==> src/rtl/wb_pkg.sv <==
// Shared definitions for the Wishbone classic initiator.
//   wb_state_t : initiator FSM states (IDLE, BUS, RESP)
//   WB_ADR_W / WB_DAT_W / WB_SEL_W : bus field widths
package wb_pkg;

    localparam int unsigned WB_ADR_W = 32;
    localparam int unsigned WB_DAT_W = 32;
    localparam int unsigned WB_SEL_W = 4;

    typedef enum logic [1:0] {
        IDLE = 2'd0,
        BUS  = 2'd1,
        RESP = 2'd2
    } wb_state_t;

endpackage

==> src/rtl/wishbone_master_if.sv <==
// Wishbone classic bus bundle between one initiator and one target.
//   ADR_O, DAT_O, WE_O, SEL_O, STB_O, CYC_O : driven by the initiator
//   DAT_I, ACK_I, ERR_I                     : driven by the target
// Modports: master (initiator view), slave (target view).
interface wishbone_master_if;
    import wb_pkg::*;

    logic [WB_ADR_W-1:0] ADR_O;
    logic [WB_DAT_W-1:0] DAT_O;
    logic [WB_DAT_W-1:0] DAT_I;
    logic                WE_O;
    logic [WB_SEL_W-1:0] SEL_O;
    logic                STB_O;
    logic                CYC_O;
    logic                ACK_I;
    logic                ERR_I;

    modport master (
        output ADR_O, DAT_O, WE_O, SEL_O, STB_O, CYC_O,
        input  DAT_I, ACK_I, ERR_I
    );

    modport slave (
        input  ADR_O, DAT_O, WE_O, SEL_O, STB_O, CYC_O,
        output DAT_I, ACK_I, ERR_I
    );

endinterface

==> src/rtl/wb_watchdog.sv <==
// Bus-cycle watchdog. Counts clocks while enabled and flags expiry in the
// TIMEOUT_CYC-th enabled cycle, so the owner can end the cycle on that edge.
//   i_clk, i_rst_n : clock, async active-low reset
//   i_clear        : restart the count (takes priority over i_enable)
//   i_enable       : count this cycle
//   o_expired      : this enabled cycle is number TIMEOUT_CYC
module wb_watchdog #(
    parameter int unsigned TIMEOUT_CYC = 16
) (
    input  logic i_clk,
    input  logic i_rst_n,
    input  logic i_clear,
    input  logic i_enable,
    output logic o_expired
);

    localparam int unsigned CntW = $clog2(TIMEOUT_CYC + 1);
    // Count holds the number of enabled cycles already completed.
    localparam logic [CntW-1:0] LastCnt = CntW'(TIMEOUT_CYC - 1);

    logic [CntW-1:0] r_cnt;

    always_ff @(posedge i_clk or negedge i_rst_n) begin
        if (!i_rst_n) begin
            r_cnt <= '0;
        end else if (i_clear) begin
            r_cnt <= '0;
        end else if (i_enable && (r_cnt != LastCnt)) begin
            r_cnt <= r_cnt + 1'b1;
        end
    end

    assign o_expired = i_enable && (r_cnt == LastCnt);

endmodule

==> src/rtl/wishbone_master.sv <==
// Wishbone classic single-transfer initiator. One user command becomes one
// bus cycle; the result comes back as a one-cycle response pulse.
//   CLK_I, RST_I                : clock, async active-low reset
//   cmd_valid_i / cmd_ready_o   : command handshake (ready only in IDLE)
//   cmd_we_i, cmd_adr_i,
//   cmd_dat_i, cmd_sel_i        : command fields, captured on acceptance
//   rsp_valid_o                 : one-cycle response strobe
//   rsp_dat_o, rsp_err_o        : response data / error, held until next response
//   wb                          : Wishbone bus (master modport)
// Build option: define WB_MASTER_TIMEOUT_EN to add a TIMEOUT_CYC-clock
// watchdog that ends a silent bus cycle with an error response.
module wishbone_master
    import wb_pkg::*;
#(
    parameter int unsigned TIMEOUT_CYC = 16
) (
    input  logic                CLK_I,
    input  logic                RST_I,

    input  logic                cmd_valid_i,
    output logic                cmd_ready_o,
    input  logic                cmd_we_i,
    input  logic [WB_ADR_W-1:0] cmd_adr_i,
    input  logic [WB_DAT_W-1:0] cmd_dat_i,
    input  logic [WB_SEL_W-1:0] cmd_sel_i,

    output logic                rsp_valid_o,
    output logic [WB_DAT_W-1:0] rsp_dat_o,
    output logic                rsp_err_o,

    wishbone_master_if.master   wb
);

    wb_state_t           r_state;
    logic [WB_ADR_W-1:0] r_adr;
    logic [WB_DAT_W-1:0] r_dat;
    logic                r_we;
    logic [WB_SEL_W-1:0] r_sel;
    logic                r_cyc;
    logic                r_rsp_valid;
    logic [WB_DAT_W-1:0] r_rsp_dat;
    logic                r_rsp_err;

    logic                w_accept;
    logic                w_expired;

    assign w_accept = (r_state == IDLE) && cmd_valid_i;

`ifdef WB_MASTER_TIMEOUT_EN
    wb_watchdog #(
        .TIMEOUT_CYC (TIMEOUT_CYC)
    ) u_watchdog (
        .i_clk     (CLK_I),
        .i_rst_n   (RST_I),
        .i_clear   (w_accept),
        .i_enable  (r_state == BUS),
        .o_expired (w_expired)
    );
`else
    // Without the watchdog a bus cycle waits for the target indefinitely.
    assign w_expired = 1'b0;
`endif

    always_ff @(posedge CLK_I or negedge RST_I) begin
        if (!RST_I) begin
            r_state     <= IDLE;
            r_adr       <= '0;
            r_dat       <= '0;
            r_we        <= 1'b0;
            r_sel       <= '0;
            r_cyc       <= 1'b0;
            r_rsp_valid <= 1'b0;
            r_rsp_dat   <= '0;
            r_rsp_err   <= 1'b0;
        end else begin
            r_rsp_valid <= 1'b0;
            case (r_state)
                IDLE: begin
                    if (cmd_valid_i) begin
                        r_adr   <= cmd_adr_i;
                        r_dat   <= cmd_dat_i;
                        r_we    <= cmd_we_i;
                        r_sel   <= cmd_sel_i;
                        r_cyc   <= 1'b1;
                        r_state <= BUS;
                    end
                end
                BUS: begin
                    // ERR wins over ACK; either wins over an expiring watchdog.
                    if (wb.ERR_I || (!wb.ACK_I && w_expired)) begin
                        r_cyc       <= 1'b0;
                        r_rsp_valid <= 1'b1;
                        r_rsp_dat   <= '0;
                        r_rsp_err   <= 1'b1;
                        r_state     <= RESP;
                    end else if (wb.ACK_I) begin
                        r_cyc       <= 1'b0;
                        r_rsp_valid <= 1'b1;
                        r_rsp_dat   <= r_we ? '0 : wb.DAT_I;
                        r_rsp_err   <= 1'b0;
                        r_state     <= RESP;
                    end
                end
                RESP: begin
                    r_state <= IDLE;
                end
                default: begin
                    r_cyc   <= 1'b0;
                    r_state <= IDLE;
                end
            endcase
        end
    end

    assign cmd_ready_o = (r_state == IDLE);
    assign rsp_valid_o = r_rsp_valid;
    assign rsp_dat_o   = r_rsp_dat;
    assign rsp_err_o   = r_rsp_err;

    assign wb.ADR_O = r_adr;
    assign wb.DAT_O = r_dat;
    assign wb.WE_O  = r_we;
    assign wb.SEL_O = r_sel;
    assign wb.CYC_O = r_cyc;
    assign wb.STB_O = r_cyc;

endmodule

==> src/flat_wrapper.sv <==
// flat-port wrapper written by rule: the top's interface ports become plain ports
module wishbone_master_flat import wb_pkg::*;
#(
    parameter int unsigned TIMEOUT_CYC = 16
)
  (CLK_I, RST_I, cmd_valid_i, cmd_ready_o, cmd_we_i, cmd_adr_i, cmd_dat_i, cmd_sel_i, rsp_valid_o, rsp_dat_o, rsp_err_o, wb_ADR_O, wb_DAT_O, wb_WE_O, wb_SEL_O, wb_STB_O, wb_CYC_O, wb_DAT_I, wb_ACK_I, wb_ERR_I);
  wishbone_master_if wb_i ();
  input  logic CLK_I;
  input  logic RST_I;
  input  logic cmd_valid_i;
  output logic cmd_ready_o;
  input  logic cmd_we_i;
  input  logic [WB_ADR_W-1:0] cmd_adr_i;
  input  logic [WB_DAT_W-1:0] cmd_dat_i;
  input  logic [WB_SEL_W-1:0] cmd_sel_i;
  output logic rsp_valid_o;
  output logic [WB_DAT_W-1:0] rsp_dat_o;
  output logic rsp_err_o;
  output wire logic [$bits(wb_i.ADR_O)-1:0] wb_ADR_O;
  output wire logic [$bits(wb_i.DAT_O)-1:0] wb_DAT_O;
  output wire logic [$bits(wb_i.WE_O)-1:0] wb_WE_O;
  output wire logic [$bits(wb_i.SEL_O)-1:0] wb_SEL_O;
  output wire logic [$bits(wb_i.STB_O)-1:0] wb_STB_O;
  output wire logic [$bits(wb_i.CYC_O)-1:0] wb_CYC_O;
  input wire logic [$bits(wb_i.DAT_I)-1:0] wb_DAT_I;
  input wire logic [$bits(wb_i.ACK_I)-1:0] wb_ACK_I;
  input wire logic [$bits(wb_i.ERR_I)-1:0] wb_ERR_I;
  assign wb_ADR_O = wb_i.ADR_O;
  assign wb_DAT_O = wb_i.DAT_O;
  assign wb_WE_O = wb_i.WE_O;
  assign wb_SEL_O = wb_i.SEL_O;
  assign wb_STB_O = wb_i.STB_O;
  assign wb_CYC_O = wb_i.CYC_O;
  assign wb_i.DAT_I = wb_DAT_I;
  assign wb_i.ACK_I = wb_ACK_I;
  assign wb_i.ERR_I = wb_ERR_I;
  wishbone_master #(.TIMEOUT_CYC(TIMEOUT_CYC)) u_core (.CLK_I(CLK_I), .RST_I(RST_I), .cmd_valid_i(cmd_valid_i), .cmd_ready_o(cmd_ready_o), .cmd_we_i(cmd_we_i), .cmd_adr_i(cmd_adr_i), .cmd_dat_i(cmd_dat_i), .cmd_sel_i(cmd_sel_i), .rsp_valid_o(rsp_valid_o), .rsp_dat_o(rsp_dat_o), .rsp_err_o(rsp_err_o), .wb(wb_i));
endmodule
==> config.mk <==
export PLATFORM = sky130hd
export DESIGN_NAME = wishbone_master_flat
export DESIGN_NICKNAME = d
export VERILOG_FILES = /design/src/rtl/wb_pkg.sv /design/src/rtl/wishbone_master_if.sv /design/src/rtl/wb_watchdog.sv /design/src/rtl/wishbone_master.sv /design/src/flat_wrapper.sv
export SDC_FILE = /design/constraint.sdc
export NUM_CORES = 1
export LEC_CHECK = 0
export BUFFER_PORTS_ARGS = -buffer_cell sky130_fd_sc_hd__buf_2
export CORE_MARGIN = 1.5
export CORE_UTILIZATION = 41
export DETAILED_ROUTE_END_ITERATION = 6
export GPL_TIMING_DRIVEN = 1
export PLACE_DENSITY = 0.84
export REMOVE_ABC_BUFFERS = 1
export SLEW_MARGIN = 30
export SYNTH_ARGS = -nofsm -noshare
export SYNTH_HDL_FRONTEND = slang
export SYNTH_SLANG_ARGS = --single-unit
==> constraint.sdc <==
create_clock -name CLK_I -period 1.3 [get_ports CLK_I]
set_input_delay 0.26 -clock CLK_I [delete_from_list [all_inputs] [get_ports CLK_I]]
set_output_delay 0.26 -clock CLK_I [all_outputs]
set_load 0.01 [all_outputs]
After elaboration in Yosys (flattened, before gate mapping). Cells that the tools add are included.

Latch bits: 0. Bits in read-only memories: 0. Memories kept: 0. Word-level logic and storage cells: 35. RAM bits: 0. Output and inout bits: 106. Input port bits: 106. Register bits: 106.

$mul: 0. Order comparisons: 0. Bitwise gates (word level): 1. Shift-type cells: 0. Div/mod/pow operators: 0. Equality and inequality tests: 4. Muxes and demuxes: 15. Reductions and logical operators: 6. $add $sub $neg: 0.

Operators by type and width (count): $mux 32 (3); $mux 1 (7); $mux 2 (3); $reduce_and 2->1 (3); $pmux 2 s2 (1); $ne 3x3->1 const B (1); $pmux 1 s3 (1); $reduce_and 3->1 (1); $eq 2x1->1 const B (1); $eq 2x2->1 const B (1); $logic_not 2->1 (1); $ne 2x2->1 const B (1); $reduce_bool 2->1 (1); $not 1->1 (1).

Depth between registers and ports, before layout. Gate-level depths: netlist of run 1.

Depth in word-level cells: 3. Gate-level depth with buffers: 6. Depth with buffers taken out: 3.

Worst setup path after synthesis of run 1. OpenSTA, ideal clock, no wires.

Kind: reg2reg. Start: register u_core.r_state[0]. End: register u_core.r_dat[24] (netlist: u_core.wb.DAT_O[24]). Setup slack: -273 ps. Clock period less this slack: 1573 ps. Stages on the path, launching flop included: 7. Path buffers: 3. Arrival: 1448 ps. Data required time: 1175 ps. Library setup time: 125 ps. Path through: dfrtp_1 nor2_1 and2_4 buf_6 buf_6 buf_12 mux2_4.

Longest elaborated chain between the ends: 2.

Ends and longest elaborated chain: start, declared (RTL line wishbone_master.sv:34) `wb_state_t r_state;`; start signal, assigned (RTL line wishbone_master.sv:66) `r_state <= IDLE;`; start signal, assigned (RTL line wishbone_master.sv:85) `r_state <= BUS;`; start signal, assigned (RTL line wishbone_master.sv:95) `r_state <= RESP;`; $logic_not 2->1; via cmd_ready_o (RTL line flat_wrapper.sv:11) `output logic cmd_ready_o;`; $reduce_and 2->1 (no line); end signal, assigned (RTL line wishbone_master.sv:81) `r_dat <= cmd_dat_i;`; end, declared (RTL line wishbone_master.sv:36) `logic [WB_DAT_W-1:0] r_dat;`.

The timed path passes the listed nets, and every way through them passes these cells. A chain may end at the register's enable or synchronous reset.

Final worst setup path of run 1.
Start: register u_core.r_state[0]. End: register u_core.r_adr[20] (netlist: u_core.wb.ADR_O[20]).

Longest elaborated chain between the ends: 2.

Ends and longest elaborated chain: $logic_not 2->1 (RTL line wishbone_master.sv:77) `case (r_state)`; $reduce_and 2->1 (no line); end signal, assigned (RTL line wishbone_master.sv:80) `r_adr <= cmd_adr_i;`; end, declared (RTL line wishbone_master.sv:35) `logic [WB_ADR_W-1:0] r_adr;`.

No other way between the ends.

==> flow_summary.rst, run 1 <==
.. list-table::
   :header-rows: 1

   * - Metric
     - Value
   * - R2R Setup Slk
     - -0.16 ns
   * - Post-Synthesis Cells
     - 302
   * - TNS Setup
     - -11.21 ns
   * - Weighted congestion at the end of routability-driven global placement
     - 0.744
   * - Share of the clock period used by the worst path
     - 1.12
   * - Nature of the critical path endpoint
     - flip-flop
   * - Number of H-tree levels
     - 3
   * - Max-cap violations
     - 0
   * - Wire length per cell
     - 17.0 um
   * - Maximum vdd ir drop
     - 0.000901 V
   * - Std cell rows
     - 36
   * - Via-to-Cell Ratio
     - 4.78
   * - Final-stage net count
     - 649
   * - Number of synthesis warnings
     - 0
   * - Die X
     - 105 um
   * - Crit path time final
     - 1.46 ns
   * - Setup WS post-layout
     - -0.159 ns
   * - Cell Area, Synth
     - 4240 um^2
   * - Power Density
     - 1780 nW/um^2
   * - Diode count
     - 0
   * - Number of remaining DRC errors
     - 0
   * - Max-slew violation count
     - 0
   * - Type of the worst min-delay path
     - in -> reg
   * - Clock skew
     - 0.00882 ns
   * - Setup repair after global routing missed its margin
     - true
   * - Async S/R FF share, synth
     - 1.00
   * - Headroom to the max-slew limit
     - 0.796
   * - TritonCTS clock tree
     - done
   * - Static leakage
     - 3.28 nW
   * - Residual antenna-violating net count after detailed routing
     - 0
   * - WP data required
     - 1.54 ns
   * - Clock insertion delay at the later pin of the skew report
     - 0.36 ns
   * - Slew at the pin closest to its max-slew limit
     - 0.306 ns
   * - TritonCTS buffer count
     - 9
   * - Area Growth Syn to Fin
     - 49.1%
   * - Nature of the critical path startpoint
     - flip-flop
   * - Root Buffer Master
     - clkbuf_8
   * - Initial core utilization
     - 0.428
   * - Length of the first detailed-routing pass in iterations
     - 6
   * - Non-Filler Cell Area, Final
     - 6330 um^2
   * - Worst Path Arrival
     - 1.70 ns
   * - Pin count of the biggest net entering global routing
     - 58
   * - Standard cell core area
     - 9910 um^2
   * - I/O pin cnt
     - 212
   * - Count of final hold-check violations
     - 0
   * - Per-instance average area after synthesis
     - 14.1 um^2
   * - Failing checks
     - negative setup slack
   * - Peak clock frequency supported by timing
     - 686 MHz
   * - Share of layout cells above drive strength 1
     - 0.614
   * - Vias in the first global route
     - 3584
   * - Total of flip-flops plus latches after synthesis
     - 106
   * - Sequential area share after synthesis
     - 0.625
   * - Distinct cells, synth
     - 18
   * - Die area
     - 11000 um^2
   * - Run status
     - finished, violations left
   * - Critical path type
     - reg -> reg
   * - Cell area reported after detailed placement
     - 5560 um^2
   * - Prevailing post-synth register cell
     - dfrtp_1
   * - Detailed router's first-iteration violation count
     - 124
   * - Total gr overflow
     - 0
   * - Count of flip-flops with a built-in enable after synthesis
     - 0
   * - Global-route usage over all layers
     - 0.204
   * - Count of port buffers added during placement
     - 211
   * - Post-CTS clock slew at the launch and capture registers of the worst setup and hold paths
     - 0.10 ns
   * - Global-route wire length before repair
     - 17.7 mm
   * - Post-detailed-placement half-perimeter wirelength
     - 7.69 mm
   * - Number of vias after detailed routing
     - 3253
   * - Initial antenna violation count
     - 0
   * - Die boundary height
     - 105 um
   * - Total detailed-routing wirelength
     - 11.6 mm
   * - Largest fanout on the critical path
     - 8
   * - Longest Clk Path Bufs
     - 2
   * - Setup violation total in the final timing report
     - 102
   * - Count of clock tree sinks
     - 106
==> worst paths after layout <==
check | cells past startpoint | to | start
max | 5 | u_core.wb.ADR_O[20] | u_core.r_state[0]
max in group asynchronous | 3 | u_core.wb.ADR_O[24] | RST_I
min | 2 | u_core.wb.ADR_O[19] | cmd_adr_i[19]
min reg2reg | 1 | u_core.wb.DAT_O[29] | u_core.wb.DAT_O[29]
min in group asynchronous | 3 | u_core.wb.DAT_O[7] | RST_I
max reg2reg | 5 | u_core.wb.ADR_O[20] | u_core.r_state[0]
==> state kept, by name, indices dropped and copies added, names as in the netlist <==
signal / count
u_core.rsp_dat_o: 32
u_core.wb.ADR_O: 32
u_core.wb.DAT_O: 32
u_core.wb.SEL_O: 4
u_core.r_state: 2
u_core.rsp_err_o: 1
u_core.rsp_valid_o: 1
u_core.wb.CYC_O: 1
u_core.wb.WE_O: 1
==> worst max-delay path: stages, from the launching register on <==
cell     delay (ns)
dfrtp_1        0.41
nor2_2         0.13
and2_4         0.18
buf_12         0.16
buf_12         0.12
mux2_2         0.35
==> through the flow <==
step | setup slack, ns | hold WS [ns] | instances | power, W | util
CTS | -0.138 | 0.108 | 674 | 0.0110 | 0.618
detailed placement | -0.133 | 0.284 | 648 | 0.00848 | 0.561
floorplan | -1.80 | -0.0356 | 286 | 0.00667 | -
global placement | -0.112 | 0.269 | 648 | 0.00828 | 0.561
finish | -0.159 | 0.127 | 680 | 0.0112 | 0.639
global route | -0.197 | 0.110 | 680 | 0.0118 | 0.639
==> synth_stat cells, drive strengths merged, types with 3 or more instances <==
cell / n / area share
nand2: 33 / 0.029
clkbuf: 3 / 0.0027
mux2i: 33 / 0.078
dfrtp: 106 / 0.62
nor2b: 3 / 0.0044
mux2: 69 / 0.19
nor2: 4 / 0.0035
buf: 13 / 0.029
inv: 33 / 0.029
==> repair_timing <==
action	CTS	global route
gates resized for setup	53	26
hold buffers	1	0
gates cloned	4	4
setup buffers	7	5
setup endpoints to repair	102	102
pin swaps	2	2
hold endpoints to repair	106	0
==> cell type report <==
type                    count  area, um^2
repair buffers            246        1650
clock buffers              10         138
inverters                  33         124
fillers                   769        3580
well taps                 133         166
multi-input cells         147        1550
clock inverters             5        55.1
flip-flops and latches    106        2650
==> where the power goes <==
group	internal (W)	switching, W
registers	0.00430	0.000608
clock network	0.000927	0.00108
logic	0.00242	0.00191
==> layer usage <==
metal	vias to the layer above	GRT usage	wire, um
met5	-	0	0
met4	0	0.0783	245
met3	23	0.0393	550
met2	130	0.372	6170
met1	1632	0.234	4610
li1	1468	-	-
==> cells in the final DEF (no fill, tap or decap) <==
master / Yosys / final
bufinv_16: 0 / 1
buf_8: 0 / 6
buf_2: 3 / 209
mux2i_1: 33 / 31
clkinv_2: 0 / 2
nor2_1: 4 / 2
mux2i_2: 0 / 2
nand2_1: 33 / 33
nand3_1: 1 / 1
mux2_2: 59 / 10
o21ai_0: 1 / 1
nor2b_4: 0 / 2
a21oi_1: 1 / 1
buf_16: 0 / 4
inv_1: 33 / 33
dfrtp_1: 106 / 106
a22o_1: 1 / 1
clkinvlp_4: 0 / 2
nor2b_1: 3 / 1
nor2_2: 0 / 2
buf_12: 1 / 8
dlygate4sd3_1: 0 / 1
clkbuf_8: 0 / 10
clkbuf_16: 0 / 4
mux2_4: 10 / 59
buf_6: 5 / 7
and2_4: 1 / 1
buf_4: 4 / 7
==> cells by family after synthesis <==
family | Yosys count | synth area share
AO/OA/AOI/OAI | 3 | 0.00442
flip-flops | 106 | 0.625
AND/OR/NAND/NOR | 42 | 0.0404
buffers and inverters | 49 | 0.0604
multiplexers | 102 | 0.270
(Power assumes the default switching activity.)
==> inputs of run 2 (changes only) <==
--- a/config.mk
+++ b/config.mk
@@ -10,7 +10,7 @@
 export CORE_UTILIZATION = 41
 export DETAILED_ROUTE_END_ITERATION = 6
 export GPL_TIMING_DRIVEN = 1
-export PLACE_DENSITY = 0.84
+export PLACE_DENSITY = 0.76
 export REMOVE_ABC_BUFFERS = 1
 export SLEW_MARGIN = 30
 export SYNTH_ARGS = -nofsm -noshare
==> flow_summary.rst, run 2 (synthesized netlist as in run 1, its figures left out) <==
.. list-table::
   :header-rows: 1

   * - Metric
     - Value
   * - Run status
     - finished, violations left
   * - Failing checks
     - negative setup slack
   * - Cell type of the slowest stage on the worst timing path
     - dfrtp_1
   * - Die area
     - 11000 um^2
   * - Via-to-Cell Ratio
     - 4.66
   * - Share of layout cells above drive strength 1
     - 0.617
   * - Largest fanout on the critical path
     - 6
   * - Pin count of the biggest net entering global routing
     - 40
   * - WP data required
     - 1.57 ns
   * - Vias in the first global route
     - 3414
   * - Wire length per cell
     - 16.1 um
   * - Die X
     - 105 um
   * - Power Density
     - 1780 nW/um^2
   * - Nature of the critical path endpoint
     - flip-flop
   * - Max-slew violation count
     - 0
   * - Most frequent cell on the critical path
     - buf_12
   * - Net load switching power
     - 0.00356 W
   * - I/O pin cnt
     - 212
   * - Static leakage
     - 3.32 nW
   * - Setup repair after global routing missed its margin
     - true
   * - Count of buffering cells on the critical path with inverters included
     - 2
   * - Count of final hold-check violations
     - 0
   * - Share of the clock period used by the worst path
     - 1.16
   * - Die boundary height
     - 105 um
   * - Combinational share of power
     - 0.384
   * - Max-cap violations
     - 0
   * - Worst Path Arrival
     - 1.77 ns
   * - Setup WS post-layout
     - -0.203 ns
   * - Final-stage net count
     - 654
   * - Count of clock tree sinks
     - 106
   * - Global-route wire length before repair
     - 17.4 mm
   * - Number of H-tree levels
     - 3
   * - Maximum vdd ir drop
     - 0.00116 V
   * - Cell class contributing the biggest share of worst-path delay
     - simple AND/OR/NAND/NOR gates
   * - Number of remaining DRC errors
     - 0
   * - Total detailed-routing wirelength
     - 11.0 mm
   * - Fraction of power consumed by sequential logic
     - 0.430
   * - Root Buffer Master
     - clkbuf_8
   * - Nature of the critical path startpoint
     - flip-flop
   * - Clock skew
     - 0.0110 ns
   * - Headroom to the max-slew limit
     - 0.801
   * - TritonCTS clock tree
     - done
   * - Worst-case setup slack after placement
     - -0.214 ns
   * - Critical path type
     - reg -> reg
   * - Setup violation total in the final timing report
     - 102
   * - Switching part of the total power
     - 0.316
   * - Initial core utilization
     - 0.428
   * - Std cell rows
     - 36
   * - Count of port buffers added during placement
     - 211
   * - Diode count
     - 0
   * - Commonest non-fill, non-tap cells in the layout
     - 209 x buf_2, 106 x dfrtp_1, 66 x mux2_4
   * - Total gr overflow
     - 0
   * - Number of vias after detailed routing
     - 3197
   * - Initial antenna violation count
     - 0
   * - Area Growth Syn to Fin
     - 49.7%
   * - Detailed router's first-iteration violation count
     - 141
   * - Ordered list of cells on the worst path
     - nor2_2 > and2_4 > buf_12 > buf_12 > mux2_4
   * - Clock Power Share
     - 0.187
   * - Peak clock frequency supported by timing
     - 665 MHz
   * - Weighted congestion at the end of routability-driven global placement
     - 0.772
   * - Residual antenna-violating net count after detailed routing
     - 0
   * - Post-CTS clock slew at the launch and capture registers of the worst setup and hold paths
     - 0.10 ns
   * - Clock insertion delay at the later pin of the skew report
     - 0.39 ns
   * - Slew at the pin closest to its max-slew limit
     - 0.299 ns
   * - Longest Clk Path Bufs
     - 2
   * - Type of the worst min-delay path
     - in -> reg
   * - Length of the first detailed-routing pass in iterations
     - 4
   * - TritonCTS buffer count
     - 9
   * - Total power
     - 0.0113 W
   * - Most frequent standard cell in the layout excluding fill and tap cells
     - buf_2
   * - Standard cell core area
     - 9910 um^2
   * - Delay of the slowest cell on the worst path
     - 0.41 ns
   * - Global-route usage over all layers
     - 0.203
   * - Internal power
     - 0.00772 W
   * - Crit path time final
     - 1.50 ns
   * - Post-detailed-placement half-perimeter wirelength
     - 7.38 mm
[run 2: cell types whose count changed in the layout (fill, tap and decap cells not counted), moves of 2 or more]
cell       delta
buf_12        +2
buf_16        -2
buf_6        +10
buf_8         -5
clkbuf_16     -2
mux2_2        -7
mux2_4        +7
[run 2: metrics by stage]
step | utilization | hold slack, ns | cells | area (um^2) | TNS (ns)
3_3_place_gp | 0.565 | 0.175 | 653 | 5590 | -10.60
3_5_place_dp | 0.565 | 0.174 | 653 | 5590 | -14.55
6_report | 0.641 | 0.0927 | 686 | 6350 | -12.60
2_1_floorplan | - | -0.0356 | 286 | 4110 | -92.95
5_1_grt | 0.641 | 0.0750 | 686 | 6350 | -17.14
4_1_cts | 0.631 | 0.0833 | 683 | 6250 | -9.67
[run 2: area by class of cell]
type / instances / area [um^2]
sequential: 106 / 2650
fill: 801 / 3560
multi-input combinational: 148 / 1580
clock buffer: 11 / 151
inverter: 33 / 124
timing repair buffer: 250 / 1630
tap: 133 / 166
clock inverter: 5 / 52.6
[run 2: final timing paths]
path | startpoint | endpoint | slack (ns) | cells past startpoint
setup reg to reg | u_core.r_state[0] | u_core.wb.DAT_O[12] | -0.20 | 5
setup / recovery | u_core.r_state[0] | u_core.wb.DAT_O[12] | -0.20 | 5
min in group asynchronous | RST_I | u_core.r_state[1] | 0.29 | 2
hold / removal | cmd_adr_i[30] | u_core.wb.ADR_O[30] | 0.09 | 2
max in group asynchronous | RST_I | u_core.wb.ADR_O[25] | 0.51 | 3
hold reg to reg | u_core.wb.DAT_O[26] | u_core.wb.DAT_O[26] | 0.51 | 1
[run 2: power groups by stage]
| stage | clock network (W) | logic, W | registers, W |
|---|---|---|---|
| floorplan | 0 | 0.00133 | 0.00534 |
| global placement | 0 | 0.00349 | 0.00481 |
| detailed placement | 0 | 0.00358 | 0.00487 |
| CTS | 0.00216 | 0.00422 | 0.00483 |
| global route | 0.00229 | 0.00463 | 0.00496 |
| finish | 0.00211 | 0.00433 | 0.00484 |
[run 2: worst reg2reg max path: cells and delay by family, from the launching register on]
kind / cells / cell delay, ns
simple gates: 2 / 0.41
mux: 1 / 0.30
flops: 1 / 0.41
buf+inv: 2 / 0.27
[run 2: per-layer routing]
| metal | vias to the layer above | share of wire | GRT usage |
|---|---|---|---|
| met3 | 22 | 0.057 | 0.0630 |
| met4 | 0 | 0.023 | 0.0714 |
| met1 | 1586 | 0.40 | 0.232 |
| met5 | - | 0 | 0 |
| met2 | 114 | 0.52 | 0.357 |
| li1 | 1475 | - | - |
[run 2: timing repair]
action	4_1_cts	5_1_grt
gates resized for setup	66	21
hold endpoints to repair	17	0
pin swaps	2	2
setup endpoints to repair	102	102
setup buffers	8	4
gates cloned	5	2
hold buffers	1	0
